**src/rtl/regfile_pkg.sv**
```systemverilog
// Shared opcode encodings, flag bit positions, FSM states and opcode
// classification helpers for the register-file execution unit.
package regfile_pkg;

  localparam logic [7:0] OP_ADD  = 8'h00;
  localparam logic [7:0] OP_ADDI = 8'h01;
  localparam logic [7:0] OP_ADDU = 8'h02;
  localparam logic [7:0] OP_ADDC = 8'h04;
  localparam logic [7:0] OP_SUB  = 8'h08;
  localparam logic [7:0] OP_SUBI = 8'h09;
  localparam logic [7:0] OP_CMP  = 8'h0A;
  localparam logic [7:0] OP_CMPI = 8'h0B;
  localparam logic [7:0] OP_CMPU = 8'h0C;
  localparam logic [7:0] OP_AND  = 8'h0D;
  localparam logic [7:0] OP_OR   = 8'h0E;
  localparam logic [7:0] OP_XOR  = 8'h0F;
  localparam logic [7:0] OP_NOT  = 8'h10;
  localparam logic [7:0] OP_LSH  = 8'h11;
  localparam logic [7:0] OP_LSHI = 8'h12;
  localparam logic [7:0] OP_RSH  = 8'h13;
  localparam logic [7:0] OP_RSHI = 8'h14;
  localparam logic [7:0] OP_ARSH = 8'h16;
  localparam logic [7:0] OP_NOP  = 8'h17;

  localparam int FLAG_Z = 4;
  localparam int FLAG_C = 3;
  localparam int FLAG_F = 2;
  localparam int FLAG_L = 1;
  localparam int FLAG_N = 0;

  typedef enum logic [1:0] {
    ST_IDLE  = 2'd0,
    ST_EXEC  = 2'd1,
    ST_SHIFT = 2'd2,
    ST_DONE  = 2'd3
  } state_e;

  function automatic logic is_imm(input logic [7:0] op);
    return (op == OP_ADDI) || (op == OP_SUBI) || (op == OP_CMPI) ||
           (op == OP_LSHI) || (op == OP_RSHI);
  endfunction

  function automatic logic is_shift(input logic [7:0] op);
    return (op == OP_LSH) || (op == OP_LSHI) || (op == OP_RSH) ||
           (op == OP_RSHI) || (op == OP_ARSH);
  endfunction

  function automatic logic is_known(input logic [7:0] op);
    case (op)
      OP_ADD, OP_ADDI, OP_ADDU, OP_ADDC, OP_SUB, OP_SUBI, OP_CMP, OP_CMPI,
      OP_CMPU, OP_AND, OP_OR, OP_XOR, OP_NOT, OP_LSH, OP_LSHI, OP_RSH,
      OP_RSHI, OP_ARSH, OP_NOP: return 1'b1;
      default:                  return 1'b0;
    endcase
  endfunction

endpackage

```
**src/rtl/regfile_exec_unit_bank.sv**
```systemverilog
// NREGS x WIDTH register array: three asynchronous read ports, one
// synchronous write port, asynchronous active-low clear.
module regfile_bank #(
  parameter int WIDTH = 16,
  parameter int NREGS = 16,
  localparam int AW = $clog2(NREGS)
) (
  input  logic             clk,
  input  logic             rst_n,
  input  logic             we,
  input  logic [AW-1:0]    waddr,
  input  logic [WIDTH-1:0] wdata,
  input  logic [AW-1:0]    ra_addr,
  output logic [WIDTH-1:0] ra_data,
  input  logic [AW-1:0]    rb_addr,
  output logic [WIDTH-1:0] rb_data,
  input  logic [AW-1:0]    dbg_addr,
  output logic [WIDTH-1:0] dbg_data
);

  logic [WIDTH-1:0] mem_q [NREGS];
  logic [WIDTH-1:0] mem_d [NREGS];

  always_comb begin
    mem_d = mem_q;
    if (we && (int'(waddr) < NREGS)) mem_d[waddr] = wdata;
  end

  always_ff @(posedge clk or negedge rst_n) begin
    if (!rst_n) begin
      for (int i = 0; i < NREGS; i++) mem_q[i] <= '0;
    end else begin
      mem_q <= mem_d;
    end
  end

  // Addresses past NREGS (non power-of-two depth) read as zero.
  assign ra_data  = (int'(ra_addr)  < NREGS) ? mem_q[ra_addr]  : '0;
  assign rb_data  = (int'(rb_addr)  < NREGS) ? mem_q[rb_addr]  : '0;
  assign dbg_data = (int'(dbg_addr) < NREGS) ? mem_q[dbg_addr] : '0;

endmodule

```
**src/rtl/regfile_exec_unit.sv**
```systemverilog
// Register file with a sequencing ALU: one op in flight, single-cycle ALU
// ops, bit-serial shifts, block-owned flag register.
module regfile_exec_unit
  import regfile_pkg::*;
#(
  parameter int WIDTH = 16,
  parameter int NREGS = 16,
  parameter int SW    = $clog2(WIDTH),
  localparam int AW   = $clog2(NREGS)
) (
  input  logic             clk,
  input  logic             reset,
  input  logic             op_valid,
  output logic             op_ready,
  input  logic [7:0]       opcode,
  input  logic [AW-1:0]    rdest,
  input  logic [AW-1:0]    rsrc,
  input  logic [7:0]       imm,
  output logic             done,
  output logic             illegal,
  output logic [4:0]       flags,
  input  logic [AW-1:0]    dbg_addr,
  output logic [WIDTH-1:0] dbg_data
);

  state_e                   state_q, state_d;
  logic [SW-1:0]            cnt_q, cnt_d;
  logic [4:0]               flags_q, flags_d;
  logic [7:0]               opc_q, opc_d;
  logic [AW-1:0]            rd_q, rd_d;
  logic signed [WIDTH-1:0]  a_q, a_d;
  logic signed [WIDTH-1:0]  b_q, b_d;

  logic                     we;
  logic [WIDTH-1:0]         wdata;
  logic [WIDTH-1:0]         ra_data, rb_data;
  logic signed [WIDTH-1:0]  imm_ext, b_sel;
  logic [WIDTH:0]           add_sum, adc_sum;
  logic [WIDTH-1:0]         sub_res;

  function automatic logic add_ovf(input logic [WIDTH-1:0] x, y, r);
    return (x[WIDTH-1] == y[WIDTH-1]) && (r[WIDTH-1] != x[WIDTH-1]);
  endfunction

  function automatic logic sub_ovf(input logic [WIDTH-1:0] x, y, r);
    return (x[WIDTH-1] != y[WIDTH-1]) && (r[WIDTH-1] != x[WIDTH-1]);
  endfunction

  function automatic logic [WIDTH-1:0] shift_one(input logic [7:0] op,
                                                 input logic [WIDTH-1:0] x);
    case (op)
      OP_LSH, OP_LSHI: return {x[WIDTH-2:0], 1'b0};
      OP_RSH, OP_RSHI: return {1'b0, x[WIDTH-1:1]};
      default:         return {x[WIDTH-1], x[WIDTH-1:1]};
    endcase
  endfunction

  regfile_bank #(
    .WIDTH (WIDTH),
    .NREGS (NREGS)
  ) u_bank (
    .clk      (clk),
    .rst_n    (reset),
    .we       (we),
    .waddr    (rd_q),
    .wdata    (wdata),
    .ra_addr  (rdest),
    .ra_data  (ra_data),
    .rb_addr  (rsrc),
    .rb_data  (rb_data),
    .dbg_addr (dbg_addr),
    .dbg_data (dbg_data)
  );

  assign imm_ext = {{(WIDTH-8){imm[7]}}, imm};
  assign b_sel   = is_imm(opcode) ? imm_ext : rb_data;
  assign add_sum = {1'b0, a_q} + {1'b0, b_q};
  assign adc_sum = add_sum + {{WIDTH{1'b0}}, flags_q[FLAG_C]};
  assign sub_res = a_q - b_q;

  always_comb begin
    state_d = state_q;
    cnt_d   = cnt_q;
    flags_d = flags_q;
    opc_d   = opc_q;
    rd_d    = rd_q;
    a_d     = a_q;
    b_d     = b_q;
    we      = 1'b0;
    wdata   = a_q;

    case (state_q)
      ST_IDLE: begin
        if (op_valid) begin
          opc_d   = opcode;
          rd_d    = rdest;
          a_d     = ra_data;
          b_d     = b_sel;
          // A zero shift amount still performs one step.
          cnt_d   = (b_sel[SW-1:0] == '0) ? SW'(1) : b_sel[SW-1:0];
          state_d = is_shift(opcode) ? ST_SHIFT : ST_EXEC;
        end
      end

      ST_EXEC: begin
        state_d = ST_DONE;
        case (opc_q)
          OP_ADD, OP_ADDI: begin
            we              = 1'b1;
            wdata           = add_sum[WIDTH-1:0];
            flags_d         = '0;
            flags_d[FLAG_Z] = (add_sum[WIDTH-1:0] == '0);
            flags_d[FLAG_F] = add_ovf(a_q, b_q, add_sum[WIDTH-1:0]);
          end
          OP_ADDU: begin
            we              = 1'b1;
            wdata           = add_sum[WIDTH-1:0];
            flags_d         = '0;
            flags_d[FLAG_Z] = (add_sum[WIDTH-1:0] == '0);
            flags_d[FLAG_C] = add_sum[WIDTH];
          end
          OP_ADDC: begin
            we              = 1'b1;
            wdata           = adc_sum[WIDTH-1:0];
            flags_d         = '0;
            flags_d[FLAG_Z] = (adc_sum[WIDTH-1:0] == '0);
            flags_d[FLAG_C] = adc_sum[WIDTH];
            flags_d[FLAG_F] = add_ovf(a_q, b_q, adc_sum[WIDTH-1:0]);
          end
          OP_SUB, OP_SUBI: begin
            we              = 1'b1;
            wdata           = sub_res;
            flags_d         = '0;
            flags_d[FLAG_Z] = (sub_res == '0);
            flags_d[FLAG_F] = sub_ovf(a_q, b_q, sub_res);
          end
          OP_CMP, OP_CMPI, OP_CMPU: begin
            flags_d         = '0;
            flags_d[FLAG_Z] = (a_q == b_q);
            flags_d[FLAG_L] = ($unsigned(a_q) < $unsigned(b_q));
            flags_d[FLAG_N] = (a_q < b_q);
          end
          OP_AND: begin we = 1'b1; wdata = a_q & b_q; end
          OP_OR:  begin we = 1'b1; wdata = a_q | b_q; end
          OP_XOR: begin we = 1'b1; wdata = a_q ^ b_q; end
          OP_NOT: begin we = 1'b1; wdata = ~a_q;      end
          default: ;
        endcase
      end

      ST_SHIFT: begin
        a_d = shift_one(opc_q, a_q);
        if (cnt_q == SW'(1)) begin
          we      = 1'b1;
          wdata   = a_d;
          state_d = ST_DONE;
        end else begin
          cnt_d = cnt_q - SW'(1);
        end
      end

      ST_DONE: state_d = ST_IDLE;

      default: state_d = ST_IDLE;
    endcase
  end

  always_ff @(posedge clk or negedge reset) begin
    if (!reset) begin
      state_q <= ST_IDLE;
      cnt_q   <= '0;
      flags_q <= '0;
    end else begin
      state_q <= state_d;
      cnt_q   <= cnt_d;
      flags_q <= flags_d;
    end
  end

  // Operand latches carry data only; they are always rewritten on accept.
  always_ff @(posedge clk) begin
    opc_q <= opc_d;
    rd_q  <= rd_d;
    a_q   <= a_d;
    b_q   <= b_d;
  end

  assign op_ready = (state_q == ST_IDLE);
  assign done     = (state_q == ST_DONE);
  assign illegal  = (state_q == ST_DONE) && !is_known(opc_q);
  assign flags    = flags_q;

endmodule

```
**config.mk**
```make
export PLATFORM = sky130hd
export DESIGN_NAME = regfile_exec_unit
export DESIGN_NICKNAME = d
export VERILOG_FILES = /design/src/rtl/regfile_pkg.sv /design/src/rtl/regfile_exec_unit_bank.sv /design/src/rtl/regfile_exec_unit.sv
export SDC_FILE = /design/constraint.sdc
export NUM_CORES = 1
export LEC_CHECK = 0
export BUFFER_PORTS_ARGS = -buffer_cell sky130_fd_sc_hd__buf_2
export CELL_PAD_IN_SITES_DETAIL_PLACEMENT = 0
export CELL_PAD_IN_SITES_GLOBAL_PLACEMENT = 2
export CORE_UTILIZATION = 44
export CTS_BUF_LIST = sky130_fd_sc_hd__clkbuf_16
export CTS_CLUSTER_SIZE = 8
export DETAILED_ROUTE_END_ITERATION = 10
export GPL_TIMING_DRIVEN = 0
export PLACE_DENSITY = 0.86
export SYNTH_ARGS = -nofsm -noshare
export SYNTH_HDL_FRONTEND = slang
export SYNTH_SLANG_ARGS = --single-unit
```
**constraint.sdc**
```tcl
create_clock -name clk -period 4.63 [get_ports clk]
set_clock_uncertainty 0.2 [all_clocks]
set_input_delay 0.2315 -clock clk [delete_from_list [all_inputs] [get_ports clk]]
set_output_delay 0.2315 -clock clk [all_outputs]
set_load 0.05 [all_outputs]
```
==> out/summary.md <==
The run finished with clean final reports. The run gives 2,727 as the cell count after placement. The total buffers and inverters traversed by the critical path was 1. The run gives -112 ps as the post-place setup slack. The slew at the pin closest to its max-slew limit was 1390 ps; the last weighted congestion value of the routability-driven placer was 0.954. Post-route worst setup slack: 217 ps.

Across the VDD grid, the largest voltage drop is 0.407 mV. Category of the worst setup path launch point: a flip-flop. Data on the critical path is required at its endpoint by 4940 ps. TritonCTS built the clock tree.

The area growth from synthesis to layout is 12.6%. sky130_fd_sc_hd__dfrtp_1 is the most common cell in the netlist. The logs give 45 for the number of clock buffers inserted by TritonCTS and 49,300 um2 for the core outline area. The worst path needs 4410 ps of the cycle, external delays included. The run gives 580 ps as the later-pin clock latency in the skew report. The cell depth of the worst setup path was 12; the overall power of the completed layout was 15.5 mW. Setup violations remaining at the end of the flow were counted as 0. Detailed routing inserted a total of 18,800 vias. The power per cell area was 620 nW/um2; the count of buffers from port buffering was 46. After detailed routing, the total wire length is 84.1 mm. Row generation in the floorplan step produced 81 rows. Traced cell by cell, the critical path runs through ha_1, fa_1, a21oi_2, o2111ai_2, and2_1, a211oi_4, nand4_1, nor3_1, o21ai_1, a221oi_4, buf_2, mux2_2.

Measured in cells, the most critical reg-to-reg path has a length of 12. Number of distinct library cell variants in the gate-level netlist after synthesis: 107. After the last flow step, the layout net total stands at 2,232. After filler insertion, the fill cell instance count of the layout stands at 4,535.

The logs give 2,109 for the total nets after synthesis and 8.54 mW for the internal power. Die outline width: 226 um. Average wire per standard cell: 29.9 um. After the flow finishes, the layout carries non-filler instances totaling 2,814. Sorting the synthesized cells by area gives the leading types as sky130_fd_sc_hd__dfrtp_1 30%, sky130_fd_sc_hd__mux4_2 24%, sky130_fd_sc_hd__edfxtp_1 6.0%, sky130_fd_sc_hd__nor2_1 3.9%, sky130_fd_sc_hd__a21oi_1 3.8%.

Final max-slew violation count: 0. The via count of the first global-routing pass was 18,500; the part of the cycle the worst path needs was 0.953. Sorting the synthesized cells by how often they occur yields 267 x sky130_fd_sc_hd__dfrtp_1, 240 x sky130_fd_sc_hd__mux4_2, 232 x sky130_fd_sc_hd__nor2_1. Post-CTS clock slew at the launch and capture registers of the worst setup and hold paths: 50 ps.

Final cell utilization of the core: 0.506. The root buffer cell chosen for the clock tree is sky130_fd_sc_hd__clkbuf_16. The run gives 0.334 as the total global-route track usage.

The number of H-tree levels was 2. The headroom to the max-slew limit is 0.0744. The setup path with the least slack is of type reg -> reg.

The first routing iteration left 1,902 violations. On the final layout, the worst hold slack is 184 ps. For the number of instances in the synthesized netlist, the log shows 2,013. The count of inserted antenna diode cells was 0. STA puts the critical path data arrival time at 4730 ps. The initial antenna violation count is 0, and the critical-path maximum fanout is 10. The number of enable-type register cells in the synthesized netlist was 44.

The cell area that synthesis handed to floorplanning was 22,200 um2. The tools report the largest net degree at the start of global routing as 83. In the routed design, unresolved DRC markers number 0. The average size of a mapped cell works out to 11.0 um2.

Share of Yosys cell area claimed by the top area cell type: 0.302. The placed standard-cell area is 23,300 um2, and the proportion of power drawn by the clock network is 0.194. For this run, the leading register cell type out of synthesis is sky130_fd_sc_hd__dfrtp_1. Share of total power consumed by net switching: 0.447. The power share of the combinational group was 0.500. The category of the worst setup path capture point is a flip-flop. The synthesis-stage register bit count is 312, and the die height is 226 um. The largest delay contributor family on the critical path was compound AO/OA/AOI/OAI gates. The highest clock frequency the design can meet is 227 MHz, and the sequential cell area fraction in the yosys report is 0.362.

The layout cell share with drive strength beyond 1 works out to 0.236. The via-per-instance ratio came out at 6.70. The global-route wire length before repair is 123 mm.

For this run, the number of Yosys warnings is 0. The clock passes through at most 3 buffers. The count of TritonRoute iterations in the first routing pass was 6; the effective utilization at floorplan was 0.450.

For the remaining global-route overflow, the log shows 0. Adding up every negative setup slack in the final design gives 0 ps. Clock tree synthesis found a total of 312 sinks. Once layout is done, the placed cells without fillers occupy 24,900 um2. The final-report hold violation count is 0, and the top-level port count is 55.

For the detailed-placement wirelength estimate, the log shows 61.5 mm. The proportion of power drawn by flip-flops and latches is 0.306, and the overall die area is 51,200 um2. Setup slack on the worst reg-to-reg path comes out at 220 ps. Setup repair after global routing left no endpoint under its margin. For this design the total switching power over the nets is 6.92 mW. The highest cell delay on the worst timing path was 550 ps; the cell depth of the worst min-delay path was 2.

The cell type of the slowest stage on the worst timing path is sky130_fd_sc_hd__a221oi_4. For this design the static power due to leakage is 10.2 nW. Type of the worst min-delay path: in -> reg. In this run the remaining antenna-violating nets after routing total 0. Max-cap violations in this run came to 0. The post-synthesis async set-or-reset flop share came out at 0.856. sky130_fd_sc_hd__dfrtp_1 takes more of the synthesized area than any other cell.
-- worst register-to-register path, cell delays in order, from the launching register on --
cell and delay (ps):
sky130_fd_sc_hd__edfxtp_1 460, sky130_fd_sc_hd__ha_1 310, sky130_fd_sc_hd__fa_1 500, sky130_fd_sc_hd__a21oi_2 270, sky130_fd_sc_hd__o2111ai_2 220, sky130_fd_sc_hd__and2_1 280, sky130_fd_sc_hd__a211oi_4 420, sky130_fd_sc_hd__nand4_1 270
sky130_fd_sc_hd__nor3_1 220, sky130_fd_sc_hd__o21ai_1 150, sky130_fd_sc_hd__a221oi_4 550, sky130_fd_sc_hd__buf_2 340, sky130_fd_sc_hd__mux2_2 190
-- flip-flops by register name, summed over array words and instances, names as in the netlist, named ones only --
name,cells
u_bank.mem_q,256
a_q,16
b_q,16
opc_q,8
flags,5
cnt_q,4
rd_q,4
state_q,2
-- final cells by class --
class                           count  area, um2  area share
Buffer                            161        718      0.0288
Clock buffer                       46       1150      0.0461
Clock inverter                     15       86.3     0.00346
Inverter                           81        304      0.0122
Multi-Input combinational cell   1459      13200       0.530
Sequential cell                   312       8020       0.322
Tap cell                          664        831      0.0333
Timing Repair Buffer               76        603      0.0242
-- layer usage --
layer | global-route usage | vias to the layer above | share of wire
met5 | 0 | - | 0
li1 | - | 7927 | -
met1 | 0.426 | 9557 | 0.38
met2 | 0.538 | 1124 | 0.47
met4 | 0.177 | 0 | 0.056
met3 | 0.0676 | 240 | 0.094
-- cell families after synthesis --
logic type / synth area share
compound gates: 0.148
xor+xnor: 0.0114
fa+ha+maj: 0.0374
buf+inv: 0.0456
flops: 0.362
mux: 0.282
simple gates: 0.114
-- worst paths after layout --
check                                      from                             to
hold reg to reg            flags[1]$_DFFE_PN0P_           flags[1]$_DFFE_PN0P_
max in group asynchronous                 reset   u_bank.mem_q[78]$_DFFE_PN0P_
hold / removal                         rdest[1]              rd_q[1]$_DFFE_PP_
min in group asynchronous                 reset  u_bank.mem_q[162]$_DFFE_PN0P_
setup reg to reg               a_q[0]$_DFFE_PP_  u_bank.mem_q[251]$_DFFE_PN0P_
setup / recovery               a_q[0]$_DFFE_PP_  u_bank.mem_q[251]$_DFFE_PN0P_
-- placed cells by master, fill, tap and decap left out, drive strengths merged, types with 20 or more instances in the layout --
cell	n
a21oi	170
a31oi	43
buf	112
clkbuf	147
dfrtp	267
dlygate4sd3	23
edfxtp	44
ha	63
inv	91
mux2	54
mux2i	20
mux4	240
nand2	151
nand3	26
nor2	232
nor3	26
o21ai	125
o22ai	26
-- power by group through the flow --
stage,Sequential (mW),Combinational [mW],Clock [mW]
2_1_floorplan,4.42,5.35,0
6_report,4.73,7.73,3.00
3_5_place_dp,4.70,7.42,0
3_3_place_gp,4.63,7.32,0
4_1_cts,4.67,7.49,3.03
5_1_grt,4.84,8.27,3.14
-- repair_timing --
action	in CTS	in global routing
gates resized for setup	9	19
hold buffers	24	0
setup buffers	0	2
endpoints found under the hold margin	153	0
pin swaps	0	5
endpoints found under the setup margin	71	167
No activity file was read; power rests on OpenSTA's default activity.
